==> src/rtl/shifter_pipe.sv <==
// Pipelined barrel shifter (LSL/LSR/ASR/ROR) with carry and zero flags.
// One log2(WIDTH) stage per amount bit, LSB first, under valid/ready back-pressure.
module shifter_pipe #(
  parameter int WIDTH = 16,
  localparam int AMT_W = $clog2(WIDTH)
) (
  input  logic             clk,
  input  logic             rst_n,
  input  logic             in_valid,
  output logic             in_ready,
  input  logic [WIDTH-1:0] in_data,
  input  logic [AMT_W-1:0] in_amount,
  input  logic [1:0]       in_type,
  input  logic             in_carry,
  output logic             out_valid,
  input  logic             out_ready,
  output logic [WIDTH-1:0] out_data,
  output logic             out_carry,
  output logic             out_zero
);

  typedef struct packed {
    logic [WIDTH-1:0] data;
    logic             carry;
  } step_t;

  // One conditional shift by s; carry is the last bit shifted out, else passed through.
  function automatic step_t shift_step(input logic [WIDTH-1:0] v,
                                       input logic [1:0]       typ,
                                       input logic             en,
                                       input logic             cin,
                                       input int               s);
    logic signed [WIDTH-1:0] sv;
    logic        [WIDTH-1:0] tmp;
    step_t                   r;
    sv      = $signed(v);
    r.data  = v;
    r.carry = cin;
    if (en) begin
      case (typ)
        2'd0: begin
          r.data  = v << s;
          tmp     = v >> (WIDTH - s);
          r.carry = tmp[0];
        end
        2'd1: begin
          r.data  = v >> s;
          tmp     = v >> (s - 1);
          r.carry = tmp[0];
        end
        2'd2: begin
          r.data  = sv >>> s;
          tmp     = v >> (s - 1);
          r.carry = tmp[0];
        end
        default: begin
          r.data  = (v >> s) | (v << (WIDTH - s));
          tmp     = v >> (s - 1);
          r.carry = tmp[0];
        end
      endcase
    end
    return r;
  endfunction

  logic stall;

  assign stall    = out_valid && !out_ready;
  assign in_ready = !stall;

  // Stages 0..AMT_W-2: each consumes amount bit 0 of its source and forwards the rest.
  for (genvar k = 0; k < AMT_W - 1; k++) begin : g_stage
    localparam int RW = AMT_W - 1 - k;

    logic             src_vld;
    logic [WIDTH-1:0] src_data;
    logic [1:0]       src_type;
    logic [RW:0]      src_amt;
    logic             src_carry;

    logic             vld_q;
    logic [WIDTH-1:0] data_q;
    logic [1:0]       type_q;
    logic [RW-1:0]    amt_q;
    logic             carry_q;
    step_t            nxt;

    if (k == 0) begin : g_src
      assign src_vld   = in_valid && in_ready;
      assign src_data  = in_data;
      assign src_type  = in_type;
      assign src_amt   = in_amount;
      assign src_carry = in_carry;
    end else begin : g_src
      assign src_vld   = g_stage[k-1].vld_q;
      assign src_data  = g_stage[k-1].data_q;
      assign src_type  = g_stage[k-1].type_q;
      assign src_amt   = g_stage[k-1].amt_q;
      assign src_carry = g_stage[k-1].carry_q;
    end

    assign nxt = shift_step(src_data, src_type, src_amt[0], src_carry, 1 << k);

    always_ff @(posedge clk) begin
      if (!rst_n) begin
        vld_q <= 1'b0;
      end else if (!stall) begin
        vld_q <= src_vld;
      end
    end

    always_ff @(posedge clk) begin
      if (!stall) begin
        data_q  <= nxt.data;
        carry_q <= nxt.carry;
        type_q  <= src_type;
        amt_q   <= src_amt[RW:1];
      end
    end
  end

  // Final stage: shift by 2^(AMT_W-1) straight into the output registers.
  localparam int L = AMT_W - 2;

  step_t fin;

  assign fin = shift_step(g_stage[L].data_q, g_stage[L].type_q, g_stage[L].amt_q[0],
                          g_stage[L].carry_q, 1 << (AMT_W - 1));

  always_ff @(posedge clk) begin
    if (!rst_n) begin
      out_valid <= 1'b0;
      out_data  <= '0;
      out_carry <= 1'b0;
      out_zero  <= 1'b0;
    end else if (!stall) begin
      out_valid <= g_stage[L].vld_q;
      out_data  <= fin.data;
      out_carry <= fin.carry;
      out_zero  <= (fin.data == '0);
    end
  end

endmodule

==> config.mk <==
export PLATFORM = sky130hd
export DESIGN_NAME = shifter_pipe
export DESIGN_NICKNAME = d
export VERILOG_FILES = /design/src/rtl/shifter_pipe.sv
export SDC_FILE = /design/constraint.sdc
export NUM_CORES = 1
export LEC_CHECK = 0
export CAP_MARGIN = 40
export CORE_MARGIN = 1.5
export CORE_UTILIZATION = 60
export CTS_BUF_LIST = sky130_fd_sc_hd__clkbuf_16
export CTS_CLUSTER_DIAMETER = 120
export DETAILED_ROUTE_END_ITERATION = 8
export GPL_TIMING_DRIVEN = 0
export HOLD_SLACK_MARGIN = 0.1
export PLACE_DENSITY = 0.92
export SLEW_MARGIN = 20
export SYNTH_ARGS = -nofsm -noshare
export SYNTH_HDL_FRONTEND = slang
export SYNTH_SLANG_ARGS = --single-unit
==> constraint.sdc <==
create_clock -name clk -period 14 [get_ports clk]
set_input_delay 4.2 -clock clk [delete_from_list [all_inputs] [get_ports clk]]
set_output_delay 4.2 -clock clk [all_outputs]
set_load 0.05 [all_outputs]
After elaboration in Yosys (flattened, before gate mapping)
Index checks and enable logic that the tools add are counted.

Register bits: 85. Input bits: 27. Output and inout port bits: 20.

Reduce and logical (&&, ||, !) cells: 9. Bitwise logic cells: 4. Multiplexer cells: 8. Eq/ne operators: 8.

Operators by type and width (number): 17-bit case mux with 3 select lines (4); 17-bit 2-to-1 mux (4); 16-bit zero test (1); 12-bit by 16-bit OR with 16-bit output (1); 14-bit by 16-bit OR with 16-bit output (1); 15-bit by 16-bit OR with 16-bit output (1); 8-bit by 16-bit OR with 16-bit output (1); 2-bit by 1-bit == test with 1-bit output (second input constant) (4); 2-bit == test (second input constant) (4); 2-bit zero test (4); 1-bit logical AND (2); 1-bit zero test (2).

Depth between registers and ports, before layout
Gate-level depths: netlist of run 1.

Depth in word-level cells: 4. Depth in mapped cells: 7.

Worst setup path after synthesis of run 1
OpenSTA, ideal clock, no wires.

Kind: input-to-output. Start point: input out_ready. End point: output in_ready. Data arrival time: 7047 ps. Stages: 5. Slack: 2753 ps. Data required time: 9800 ps. Path buffers: 3. Cell sequence: nor2b_1 -> clkbuf_1 -> inv_1 -> clkbuf_1 -> buf_1.

Longest elaborated chain between the ends: 3.

RTL lines: start, declared (line 16) `input logic out_ready,`; 1-bit zero test (line 68) `assign stall = out_valid && !out_ready;`; 1-bit logical AND (line 68); 1-bit zero test; end, declared (line 10) `output logic in_ready,`.

No other way between the ends.

Worst setup path after layout of run 1
Same ends and word-level chain as after synthesis.

==> summary by stage, run 1 <==
Synthesis
The most common flop cell mapped by yosys is edfxtp_1. Summing the sequential cell areas from Yosys gives 55.9% of the chip area. Summing every instance area after synthesis gives between 4000 and 5000 um2. By area the synthesized netlist is led by edfxtp_1 (45%), dfxtp_1 (11%), mux2i_1 (8.9%). In the synthesized netlist, the number of instances is approximately 410.

The net count after synthesis is 436. The share of flip-flops with an asynchronous set or reset after synthesis is 0%. Of the post-synthesis cell area, the dominant cell type holds 45.3%.

The number of enable-type register cells in the synthesized netlist is between 60 and 70. The most area-hungry cell type in the Yosys netlist is edfxtp_1. After synthesis, the netlist uses 39 different library cells. The number of register bits inferred by synthesis is 85. After synthesis, the mean cell area works out to between 10 and 15 um2. The number of warnings issued by yosys is 0.

Floorplan
In this run the count of I/O pins placed on the die edge is 47. The die is 86.4 um tall. The overall die area is between 7000 and 8000 um2.

The floorplan row count is 30. The chip width is just under 90 um. The core region is 6760 um2. Once the floorplan was initialized, standard cells occupied about three fifths of the core.

Worst setup path
The slack of the worst reg-to-reg path is about 12 ns. The most critical setup path has its startpoint at out_ready. The type of the setup path with the least slack is input pin to primary output. The endpoint identified for the worst register-to-register timing path is out_data[1]. The worst register-to-register path begins at out_valid. The worst endpoint data arrival time is roughly 6.9 ns. The endpoint class of the critical path is a primary output. Counting cells, the worst reg-to-reg path comes to 9. For the worst setup path, the data required time is about 10 ns. The type of origin of the critical path is an input pin. The capture point of the critical path is in_ready. The worst-path maximum fanout is 24.

Layout
The number of fill cells in the layout is about 440. Across the whole layout, storage elements account for ~2300 um2. The area growth from synthesis to layout is 22.3%. 0 antenna diodes ended up in the layout.

The final net count is between 400 and 500. The area taken by multi-input logic gates is ~1700 um2. The fraction of layout instances using a drive strength above 1 is a little over 6%.

STA
The final-layout setup total negative slack is 0 ns. The pin slew with the least headroom to its limit is 0.582 ns. Setup repair after global routing left no endpoint under its margin. The max-slew violation count is 0. The worst pin sits at a relative slew slack of between 60% and 70%.

Clock skew on the completed layout was measured at 0.00848 ns. The worst path uses between 70% and 80% of the clock period. The final critical-path required period is about 11 ns.

The final hold violation count is 0. Setup violations remaining at the end of the flow were counted as 0. The highest clock rate is ~0.09 GHz.

The worst hold margin is about 0.42 ns.

Global routing
The busiest layer in global routing is met2. The sum of overflow across all layers after global routing is 0. For met1 alone, demand over resource in global routing was a little under a third. The total routing usage reported by global routing is between 20% and 30%.

The met2 usage is slightly below 50%. The initial antenna violation count came to 0. The maximum number of pins on one net before global-route repair is 28. The first global-routing pass estimated ~16,000 um of wire. Global routing consumed, on the met3 layer, around 5.8% of the routing resources.

The via count of the first global-routing pass is approximately 3,200.

Power and ir drop
In this run the power density over the cells is roughly 130 nW/um2. In this run the static leakage power is 2.01 nW. Across the VDD grid, the largest voltage drop is ~0.08 mV.

Place
The routability congestion estimate is a little under 1. Detailed placement finished with a half-perimeter wire length of roughly 7100 um. Port buffering added 45 buffers.

Clock tree
The H-tree generated during clock tree synthesis spans 3 levels. The post-CTS clock slew at the launch and capture registers of the worst setup and hold paths is roughly 0.06 ns. The clock root buffer is clkbuf_16.

Counting the buffers created by CTS gives 9. The total clock sinks is 85. Counting along the longest clock path gives a buffer depth of 2. In this run the post-CTS setup repair buffer count came out at 0.

Clock latency on the worst-skew pair, taken at its later pin, is between 0.3 and 0.4 ns. TritonCTS built the clock tree. After clock tree synthesis, the flow added hold-fix buffers numbering 0. The number of gates resized after CTS is 0.

Route
In the routed layout, each cell is associated on average with a via count of slightly above 6. The total via count in the routed design is ~3,400. After detailed routing, the number of remaining DRC violations is 0. The violation count after the first detailed-route iteration is between 300 and 400. The final wirelength is 9760 um.

The length of the first detailed-routing pass in iterations is 4. The remaining antenna violation count after routing is 0. In the final routed layout, each cell accounts on average for 17.6 um.

Hold path
The class of the worst hold path is register to register.

Status
The flow ran to the end, and the final reports show no timing, DRC or antenna violations.

Job
The number of maximum-capacitance constraint violations is 0.
synthesized netlist by cell type (2+ instances only):
| cell | n |
|---|---|
| edfxtp_1 | 63 |
| nand2_1 | 56 |
| nor2_1 | 52 |
| a21oi_1 | 48 |
| mux2i_1 | 37 |
| clkbuf_1 | 24 |
| dfxtp_1 | 22 |
| inv_1 | 10 |
| o21ai_0 | 10 |
| and2_1 | 9 |
| and3_1 | 8 |
| o22ai_1 | 7 |
| a221oi_1 | 5 |
| nand3_1 | 5 |
| o211a_1 | 5 |
| a211oi_1 | 4 |
| a21boi_0 | 4 |
| a22oi_1 | 4 |
| nor2b_1 | 4 |
| nor3b_1 | 4 |
| a2bb2oi_1 | 3 |
| a311oi_1 | 3 |
| and4bb_1 | 2 |
| buf_2 | 2 |
| mux2_2 | 2 |
| nand2b_1 | 2 |
| nand4_1 | 2 |
layer usage:
layer / vias up / wire [um]
li1: 1612 / -
met1: 1632 / 3750
met2: 142 / 5150
met3: 32 / 491
met4: 0 / 376
met5: - / 0
sequential cells by signal, indices dropped and copies added, names as in the netlist:
signal	cells
g_stage.amt_q	6
g_stage.carry_q	3
g_stage.data_q	48
g_stage.type_q	6
g_stage.vld_q	3
out_carry	1
out_data	16
out_valid	1
out_zero	1
metrics by stage:
stage | power [mW] | utilization [%] | worst slack [ns] | std cells | instance area, um2
after CTS | 0.683 | 75.2 | 2.97 | 552 | 5080
after global placement | 0.438 | 69.9 | 0.802 | 534 | 4720
after floorplan | 0.400 | - | 2.75 | 409 | 4170
after detailed placement | 0.444 | 70.8 | 2.99 | 536 | 4780
after global routing | 0.708 | 75.6 | 2.86 | 555 | 5100
final | 0.684 | 75.6 | 2.94 | 555 | 5100
worst max-delay path, stage by stage:
cell             delay [ns]
clkdlybuf4s50_1        0.45
nor2b_1                0.04
clkbuf_1               0.17
inv_1                  0.10
clkbuf_1               0.39
buf_2                  0.58
clkdlybuf4s50_1        0.91
layout by cell type, fill, tap and decap left out, drive strengths merged, types with 7 or more instances in the layout:
master,netlist,layout
o21ai,10,10
inv,10,15
o22ai,7,7
dfxtp,22,22
and3,8,8
nand2,56,56
and2,9,9
edfxtp,63,63
clkbuf,24,33
clkdlybuf4s50,0,45
mux2i,37,37
buf,4,9
nor2,52,52
a21oi,48,48
area by class of cell:
class | instances | share of cell area [%]
multi-input combinational | 286 | 33.1
buffer | 28 | 2.28
inverter | 10 | 0.735
tap | 80 | 1.96
timing repair buffer | 50 | 10.3
clock inverter | 7 | 1.50
sequential | 85 | 45.7
clock buffer | 9 | 4.41
worst min path at each step:
| stage | startpoint | endpoint | slack [ns] | cells after the start |
|---|---|---|---|---|
| floorplan | g_stage[0].amt_q[1] | g_stage[1].amt_q[0] | 0.40 | 0 |
| global placement | g_stage[0].amt_q[1] | g_stage[1].amt_q[0] | 0.40 | 0 |
| detailed placement | g_stage[0].amt_q[2] | g_stage[1].amt_q[1] | 0.41 | 0 |
| CTS | g_stage[0].amt_q[2] | g_stage[1].amt_q[1] | 0.43 | 0 |
| global route | g_stage[1].amt_q[1] | g_stage[2].amt_q | 0.44 | 0 |
| finish | g_stage[0].amt_q[2] | g_stage[1].amt_q[1] | 0.42 | 0 |
cells by family (layout without fill, tap and decap cells):
group                  after synthesis  count (layout)  synth area share, %
multiplexers                        39              39                 9.41
AO/OA/AOI/OAI                      101             101                 15.3
AND/OR/NAND/NOR                    146             146                 15.7
flip-flops                          85              85                 55.9
buffers and inverters               38             104                 3.66
where the power goes:
part | switching (mW) | internal [mW] | total (mW)
logic | 0.0691 | 0.0486 | 0.118
registers | 0.0229 | 0.302 | 0.325
clock network | 0.101 | 0.141 | 0.242
total | 0.193 | 0.491 | 0.684
Power figures use the tool's default switching activity.
==> run 2, diff against run 1 <==
CORE_UTILIZATION = 56   (was 60)
PLACE_DENSITY = 0.88   (was 0.92)
clock period = 11.3 ns   (was 14 ns; I/O delays follow)
==> summary by stage, run 2 (same netlist as run 1, synthesis figures left out) <==
STA
Setup repair after global routing left no endpoint under its margin. The max-slew violation count is 0 (unchanged). The worst path needs roughly 9.6 ns of the cycle, external delays included. The share of the cycle needed by the critical path after routing is a little over four fifths. The worst hold margin is 0.421 ns (-0.00290 ns).

The worst clock skew is 0.00598 ns (-0.00250 ns). The highest clock rate is around 0.10 GHz. The final hold violation count is 0 (unchanged). The pin slew with the least headroom to its limit was 0.838 ns (+0.255 ns). The worst slew margin relative to its limit is 43.9% (-17 points).

The final count of negative-setup-slack endpoints is 0 (unchanged).

Place
The count of input and output buffers is 45 (unchanged). The placed standard-cell area is 4800 um2 (+0.50%). The placed wire-length estimate after detailed placement was 6760 um (-4.3%).

The number of placed instances, taps included is 555 (+3.5%). The routability congestion estimate is 0.899 (-7.8%).

Worst setup path
The critical path goes through clkdlybuf4s50_1 -> nor2b_1 -> clkbuf_1 -> inv_1 -> clkbuf_1 -> buf_2 -> buf_16 -> clkdlybuf4s50_1. The maximum single-stage delay on the critical path is 0.84 ns (-0.07 ns). The worst endpoint data arrival time came to 6.20 ns (-0.66 ns).

The number of cells on the critical path came to 8 (+1). The endpoint class of the critical path is a primary output. The type of the setup path with the least slack is input pin to primary output. Among cell families on the critical path, the largest total delay comes from buffers and inverters. The number of cell instances on the worst register-to-register path came to 8 (-1). The worst-path cell with the longest stage delay is clkdlybuf4s50_1. The slack of the worst reg-to-reg path is 9.10 ns (-2.44 ns). The buffer and inverter count on the worst path is 7 (+1). The worst-path maximum fanout is 30 (+25%). The worst endpoint required time is 7.91 ns (-1.89 ns). STA classifies the critical path startpoint as an input pin.

Clock tree
The number of gates resized after CTS is 0 (unchanged). The maximum buffer depth of the clock tree is 2 (unchanged). The post-CTS clock slew at the launch and capture registers of the worst setup and hold paths came to 0.06 ns (about the same). The CTS tree is built. The clock root buffer is clkbuf_16. The post-CTS setup buffer count came to 0 (unchanged). The number of buffers inserted during clock tree synthesis is 9 (unchanged). The clock insertion delay at the later pin of the skew report is 0.33 ns (about the same).

The post-cts hold buffer count is 0 (unchanged). The total clock sinks was 85 (unchanged). The maximum level of the CTS H-tree is 3 (unchanged).

Layout
The number of antenna cells inserted is 0 (unchanged). Leaving out fill and tap cells, the most frequent cells in the layout are edfxtp_1 (63), nand2_1 (56), nor2_1 (52). The final non-filler cell total was 572 (+3.1%).

The most flop-heavy register is g_stage.data_q. The final net count is 495 (-0.40%). The largest registers in the layout are g_stage.data_q (48), out_data (16). The library cell used most frequently in the layout, excluding fill and tap cells, is edfxtp_1. The cell area after layout is 5090 um2 (-0.34%). The post-layout utilization of the core is 70.5% (-5.0 points). Compared with the post-synthesis result, the final layout area differs by 21.9%. The fraction of layout instances using a drive strength above 1 was 5.50% (-0.61 points). The number of flip-flops under the largest register name is 48 (unchanged).

Floorplan
The floorplan row count came to 31 (+3.3%). The overall die area is 7980 um2 (+6.9%). The area inside the core boundary is 7210 um2 (+6.8%).

The initial cell density of the core is 57.9% (-3.9 points). The die boundary height is 89.3 um (+3.4%). The chip width is 89.3 um (+3.4%). The number of top-level pins is 47 (unchanged).

Route
The violation count after the first detailed-route iteration came to 165 (-46%). The number of design rule violations left after detail routing is 0 (unchanged). The final wirelength came to 9030 um (-7.6%). The total via count in the routed design is 3,333 (-2.5%). The per-cell routed wire length was 15.8 um (-10%). The via-per-instance ratio is 5.83 (-5.4%).

The remaining antenna violation count after routing is 0 (unchanged). The length of the first detailed-routing pass in iterations is 6 (+2).

Hold path
The class of the worst hold path is register to register. The number of instances on the worst hold path was 0 (unchanged).

Global routing
The global-route wire length before repair is 14,000 um (-10%). The maximum number of pins on one net before global-route repair was 31 (+11%). The via count of the first global-routing pass was 3,125 (-2.1%). The initial antenna violation count is 0 (unchanged). The total routing usage reported by global routing came to 23.5% (-4.1 points).

The sum of overflow across all layers after global routing is 0 (unchanged).

Power and ir drop
The leakage power of the design is 1.98 nW (-1.6%). The cell area power density is 159 nW/um2 (+19%). The worst supply voltage drop on vdd came to 0.0846 mV (+5.3%). The overall power of the completed layout is 811 uW (+19%).

Job
The number of maximum-capacitance constraint violations is 0 (unchanged).

Status
The flow ran to the end, and the final reports show no timing, DRC or antenna violations.
## run 2: layer usage
metal | track usage (%) | up-vias | routed length (um)
met5 | 0 | - | 0
met3 | 4.52 | 37 | 303
li1 | - | 1607 | -
met4 | 15.0 | 0 | 446
met1 | 22.3 | 1573 | 3310
met2 | 45.5 | 116 | 4970
## run 2: path summary, 6_finish.rpt
kind	endpoint	from
worst max-delay path	in_ready	out_ready
worst min register to register	g_stage[2].amt_q	g_stage[1].amt_q[1]
worst max register to register	out_data[0]	out_valid
worst min-delay path	g_stage[2].amt_q	g_stage[1].amt_q[1]
## run 2: report_power, final
group	internal, mW	leakage [nW]	switching (mW)
Clock	0.149	0.130	0.118
Sequential	0.374	0.834	0.0266
Combinational	0.0598	1.01	0.0833
## run 2: final cells by class
class | count | area (um2)
buffer | 28 | 116
clock buffer | 9 | 225
clock inverter | 7 | 50.0
fill | 528 | 2130
inverter | 10 | 37.5
multi-input combinational | 286 | 1690
sequential | 85 | 2330
tap | 99 | 124
timing repair buffer | 48 | 513
## run 2: stage by stage
stage          setup TNS (ns)  setup slack, ns
2_1_floorplan               0             1.67
4_1_cts                     0             1.67
5_1_grt                     0             1.50
6_report                    0             1.71
3_5_place_dp                0             1.68
3_3_place_gp           -0.311           -0.311
==> run 3, diff against run 2 <==
clock period = 8.85 ns   (was 11.3 ns; I/O delays follow)
==> results of run 3 <==
The final DEF is identical to that of run 2. Status: finished, final reports clean.
Main changes from that run: setup slack after placement 1.68 ns -> 0.700 ns; setup slack after layout 1.71 ns -> 0.729 ns; register-to-register setup slack 9.10 ns -> 6.65 ns; total power 0.811 mW -> 1.04 mW; worst IR drop on VDD 0.0846 mV -> 0.108 mV
